[src/rtl/ex_muldiv_pkg.sv]
// ex_muldiv_pkg: op encodings, FSM states and iteration count for the EX-stage multiply/divide unit.
package ex_muldiv_pkg;
    localparam logic [1:0] OP_MULT  = 2'd0;
    localparam logic [1:0] OP_MULTU = 2'd1;
    localparam logic [1:0] OP_DIV   = 2'd2;
    localparam logic [1:0] OP_DIVU  = 2'd3;
    localparam int ITERS = 32;
    typedef enum logic [1:0] {S_IDLE, S_RUN, S_DONE} state_t;
endpackage

[src/rtl/muldiv_step.sv]
// muldiv_step: one radix-2 step, shift-add multiply or restoring divide (divide only with EX_MULDIV_DIV_EN).
module muldiv_step #(parameter int WIDTH = 32) (
    input  logic [2*WIDTH-1:0] acc,
    input  logic [WIDTH-1:0]   opnd,
    input  logic               div,
    output logic [2*WIDTH-1:0] acc_nxt,
    output logic               q
);
    logic [WIDTH:0] sum;
    assign sum = {1'b0, acc[2*WIDTH-1:WIDTH]} + (acc[0] ? {1'b0, opnd} : '0);
`ifdef EX_MULDIV_DIV_EN
    logic [WIDTH:0] hx, diff;
    always_comb begin
        hx = acc[2*WIDTH-1:WIDTH-1];
        diff = hx - {1'b0, opnd};
        // The shifted partial remainder fits WIDTH+1 bits, so the top bit of diff is the borrow.
        q = div && !diff[WIDTH];
        acc_nxt = div ? {q ? diff[WIDTH-1:0] : hx[WIDTH-1:0], acc[WIDTH-2:0], 1'b0}
                      : {sum, acc[WIDTH-1:1]};
    end
`else
    always_comb begin
        q = 1'b0;
        acc_nxt = div ? '0 : {sum, acc[WIDTH-1:1]};
    end
`endif
endmodule

[src/rtl/ex_muldiv.sv]
// ex_muldiv: iterative 32-cycle multiply/divide with HI/LO result registers and a busy stall.
// Divider datapath present only when EX_MULDIV_DIV_EN is defined.
import ex_muldiv_pkg::*;
module ex_muldiv #(parameter int WIDTH = 32) (
    input  logic             clk_i,
    input  logic             rst_i,
    input  logic             start_i,
    input  logic [1:0]       op_i,
    input  logic [WIDTH-1:0] src1_i,
    input  logic [WIDTH-1:0] src2_i,
    input  logic             flush_i,
    output logic             busy_o,
    output logic             done_o,
    output logic [WIDTH-1:0] hi_o,
    output logic [WIDTH-1:0] lo_o
);
    localparam int CW = $clog2(ITERS);
    state_t state_q, state_d;
    logic [CW-1:0] cnt;
    logic [2*WIDTH-1:0] acc, step_acc, nxt, res;
    logic [WIDTH-1:0] opnd, mag1, mag2;
    logic is_div, neg_q, q, accept, last, sgn;
    assign sgn = op_i == OP_MULT || op_i == OP_DIV;
    assign mag1 = sgn && src1_i[WIDTH-1] ? -src1_i : src1_i;
    assign mag2 = sgn && src2_i[WIDTH-1] ? -src2_i : src2_i;
    assign accept = start_i && !flush_i && state_q != S_RUN;
    assign busy_o = state_q == S_RUN;
    assign done_o = state_q == S_DONE;
    muldiv_step #(.WIDTH(WIDTH)) u_step (.acc(acc), .opnd(opnd), .div(is_div), .acc_nxt(step_acc), .q(q));
    assign nxt = step_acc | {{(2*WIDTH-1){1'b0}}, q};
`ifdef EX_MULDIV_DIV_EN
    logic neg_r;
    logic [WIDTH-1:0] dvd, qm, rm;
    assign qm = nxt[WIDTH-1:0];
    assign rm = nxt[2*WIDTH-1:WIDTH];
    assign last = cnt == CW'(ITERS - 1);
    // Magnitude division makes 0x80000000 / -1 wrap back to 0x80000000 with no special case.
    assign res = !is_div ? (neg_q ? -nxt : nxt)
               : opnd == '0 ? {dvd, {WIDTH{1'b1}}}
               : {neg_r ? -rm : rm, neg_q ? -qm : qm};
`else
    assign last = is_div || cnt == CW'(ITERS - 1);
    assign res = is_div ? '0 : (neg_q ? -nxt : nxt);
`endif
    always_ff @(posedge clk_i) begin
        if (rst_i) state_q <= S_IDLE;
        else state_q <= state_d;
    end
    always_comb begin
        state_d = state_q;
        state_d = state_q == S_RUN ? (flush_i ? S_IDLE : last ? S_DONE : S_RUN)
                                   : (accept ? S_RUN : S_IDLE);
    end
    always_ff @(posedge clk_i) begin
        if (rst_i) begin
            cnt <= '0;
            acc <= '0;
            opnd <= '0;
            is_div <= 1'b0;
            neg_q <= 1'b0;
            hi_o <= '0;
            lo_o <= '0;
`ifdef EX_MULDIV_DIV_EN
            neg_r <= 1'b0;
            dvd <= '0;
`endif
        end else if (accept) begin
            cnt <= '0;
            acc <= {{WIDTH{1'b0}}, mag1};
            opnd <= mag2;
            is_div <= op_i == OP_DIV || op_i == OP_DIVU;
            neg_q <= sgn && (src1_i[WIDTH-1] ^ src2_i[WIDTH-1]);
`ifdef EX_MULDIV_DIV_EN
            neg_r <= sgn && src1_i[WIDTH-1];
            dvd <= src1_i;
`endif
        end else if (state_q == S_RUN && !flush_i) begin
            acc <= nxt;
            cnt <= cnt + 1'b1;
            if (last) {hi_o, lo_o} <= res;
        end
    end
endmodule

[config.mk]
export PLATFORM = sky130hd
export DESIGN_NAME = ex_muldiv
export DESIGN_NICKNAME = d
export VERILOG_FILES = /design/src/rtl/ex_muldiv_pkg.sv /design/src/rtl/muldiv_step.sv /design/src/rtl/ex_muldiv.sv
export SDC_FILE = /design/constraint.sdc
export NUM_CORES = 1
export LEC_CHECK = 0
export CAP_MARGIN = 10
export CORE_UTILIZATION = 42
export DETAILED_ROUTE_END_ITERATION = 8
export DONT_BUFFER_PORTS = 1
export PLACE_DENSITY = 0.61
export SETUP_SLACK_MARGIN = 0.1
export SLEW_MARGIN = 20
export SYNTH_ARGS = -nofsm -noshare
export SYNTH_HDL_FRONTEND = slang
export SYNTH_SLANG_ARGS = --single-unit
[constraint.sdc]
create_clock -name clk_i -period 5.8 [get_ports clk_i]
set_clock_uncertainty 0.2 [all_clocks]
set_input_delay 0.58 -clock clk_i [delete_from_list [all_inputs] [get_ports clk_i]]
set_output_delay 0.58 -clock clk_i [all_outputs]
set_load 0.02 [all_outputs]
==> metrics.csv <==
metric,value,unit
ys async rst share,0,%
synth cell count leaders,"nor2_1, dfxtp_1, nand2_1",
startpoint types,register,
share of cells above drive strength 1,7.016,%
via/cell ratio,5.924,
post-synthesis cell count,1410,
clock share of power,41.0,%
hold path cells,1,
Die X,163.8,um
aggregate global routing overflow,0,
Seq pwr share,46.0,%
total CTS buffers,17,
Setup TNS,0,ps
most frequent cell after synthesis,nor2_1,
Synth area leaders,"dfxtp_1, nor2_1, xnor2_1, a21oi_1, nand2_1",
Post-synth EDFFs,0,
fraction of the mapped netlist area in adder cells,4.392,%
outcome,"finished, final reports clean",
CTS Sinks,169,
die height,163.8,um
Critical Path RT,5950,ps
Least-Margin Pin Slew,937.2,ps
Max-Cap Viols,0,
crit path DAT,4910,ps
relative slew slack,37.52,%
final setup margin,1040,ps
syn nets,1518,
fmax,210.1,MHz
port bufs,0,
htree depth,4,
peak supply drop,0.1946,mV
P per Cell Area,230.4,nW/um^2
Post-Synth Simple-Gate Area,23.82,%
DRT antenna net count,0,
Cell Rows,58,
"Hold Violations, Final",0,
initial antenna violation count,0,
Post-Syn Area,11000,sq um
RSZ-0062 raised after global routing,false,
FF-to-FF setup slack,1040,ps
Post-CTS Setup Inserts,0,
FF/Latch Area,3386,sq um
WL/cell,18.57,um
Crit path top cell by count,o21ai_0,
# fillers,2572,
pin count of the biggest net entering global routing,124,
final net count,1451,
vias in the first global route,9045,
switching portion of total power,28.29,%
Yosys warnings,0,
CTS tree,built,
switching power total,0.7599,mW
"Cell Chain, Critical Path",and2_1 > ha_1 > inv_1 > fa_1 > nor2b_1 > o31ai_1 > a21oi_1 > o21ai_0 > a2111oi_2 > o21bai_1 > nor2_1 > nand3_1 > o21ai_0 > o21a_1 > a211oi_1,
final core occ,45.92,%
Post-CTS Resized,0,
Pint,1.927,mW
Comb pwr share,13.0,%
post-synthesis mux area share,1.047,%
Leakage,4.199,nW
drt pass-1 iters,7,
"Slew Viols, Final",0,
worst min path class,in2reg,
Setup-failing EPs final,0,
largest family of logic cells by synthesized area,compound AO/OA/AOI/OAI gates,
dpl cell area,11100,sq um
detailed-route via count,9976,
initial drt markers,1010,
post-DP HPWL,23390,um
fin crit share,82.06,%
Buf/Inv on CP,1,
Area Overhead vs Synth,6.065,%
"Primary FF master, synth",dfxtp_1,
dpl ws,1099,ps
drt drc,0,
Worst path max stage delay,830,ps
root buffer selected by CTS,clkbuf_16,
Cell variety after synth,81,
Worst-Skew Late Latency,440,ps
R2R Path End,hi_o[29],
diode count,0,
sequential-to-total area share from yosys stat,30.77,%
critical path type,reg2reg,
cell accounting for the most synthesized area,dfxtp_1,
multi-input combinational cell area,7136,sq um
"Avg Cell Area, Syn",7.798,sq um
FF-to-FF Start,acc[0],
DIE AREA,26830,sq um
slowest CP cell,dfxtp_1,
IO Pins,136,
area share of xor/xnor cells in the synthesized design,10.28,%
"Design Area, Final",11660,sq um
final RePlAce weighted congestion,0.9087,
Crit path max-delay family,compound AO/OA/AOI/OAI gates,
R2R depth,15,
drt total wl,31270,um
hold buffer count at CTS,0,
starting density of the core,43.29,%
Core Box Area,25400,sq um
area share of the largest cell type after synthesis,30.77,%
Synth Register Bits,169,
Critical Path Fanout Max,33,
"Reg clk slew, reported paths",70,ps
CP endpoint kind,register,
post-synthesis compound-gate area fraction,25.01,%
hold endpoint,hi_o[7],
global-route wire length before repair,49070,um
Clock Path Buffers,2,
crit path time final,4760,ps
hold wc startpoint,rst_i,
gr usage total,23.18,%
-- worst reg2reg max path, cell delays in order (launching register included) --
cell	delay (ps)
dfxtp_1	830
and2_1	270
ha_1	200
inv_1	60
fa_1	390
nor2b_1	190
o31ai_1	130
a21oi_1	450
o21ai_0	210
a2111oi_2	660
o21bai_1	260
nor2_1	90
nand3_1	190
o21ai_0	140
o21a_1	210
a211oi_1	200
-- cells in the final DEF (no fill, tap or decap), types with 5 or more instances in the layout --
cell type   count
and3_1          5
nor4_2          5
a222oi_1       29
nand3_1        15
a21oi_1       100
a31oi_1         6
a211oi_1       38
o211ai_1        5
o31ai_1        29
mux2i_1         7
nor2b_1        15
clkbuf_16      17
a21o_1          9
a22oi_1        46
nand2_1       128
o21a_1          8
clkinvlp_4      6
o21ai_0        74
dfxtp_1       167
buf_4          13
or2_2           7
xor2_1         54
o21ai_1         8
nor2_1        213
nor4_1          8
o41ai_1         7
inv_1          20
and2_1         37
nand4_1        13
xnor2_1        75
nand2b_1        9
ha_1           37
or4_1          10
nor3_1         32
or3_1          15
-- logic make-up after synthesis --
family          count (synthesis)
compound gates                401
xor+xnor                      129
fa+ha+maj                      38
buf+inv                       120
flops                         169
mux                            11
simple gates                  542
-- per-stage QoR --
step | total power, mW | std cells | hold WS, ps
floorplan | 1.538 | 1410 | 231.7
global route | 2.788 | 1684 | 0.5014
detailed placement | 1.608 | 1654 | 252.4
finish | 2.687 | 1684 | 16.72
CTS | 2.704 | 1684 | 6.424
global placement | 1.603 | 1654 | 242.6
-- routing by layer --
layer	global-route usage [%]	part of all wire, %	vias to the layer above	wire (um)
li1	-	-	4951	-
met1	36.03	51	4659	16080
met2	31.64	40	331	12470
met3	4.419	7.3	35	2273
met4	6.313	1.4	0	452
met5	0	0	-	0
-- flip-flops by register name (all words and copies together) (netlist names) --
signal and flops:
acc 64, hi_o 32, lo_o 32, opnd 32, cnt 5, state_q 2, is_div 1, neg_q 1
-- cell type report --
class / instances / share of cell area [%]
clock inverter: 12 / 1.041
tap: 330 / 3.540
sequential: 169 / 29.03
multi-input combinational: 1121 / 61.18
inverter: 21 / 0.6866
clock buffer: 18 / 3.680
timing repair buffer: 13 / 0.8368
-- how the worst max path moves through the flow --
stage,endpoint,start,depth (start not counted)
floorplan,hi_o[25],acc[0],16
global placement,hi_o[31],acc[0],15
detailed placement,hi_o[25],acc[0],15
CTS,hi_o[25],acc[0],15
global route,hi_o[31],acc[0],15
finish,hi_o[29],acc[0],15
-- power by group through the flow --
stage	logic, mW	clock network (mW)	registers, mW
6_report	0.350	1.10	1.23
5_1_grt	0.391	1.16	1.24
4_1_cts	0.349	1.12	1.23
3_5_place_dp	0.347	0	1.26
3_3_place_gp	0.343	0	1.26
2_1_floorplan	0.300	0	1.24
(Power assumes the default switching activity.)
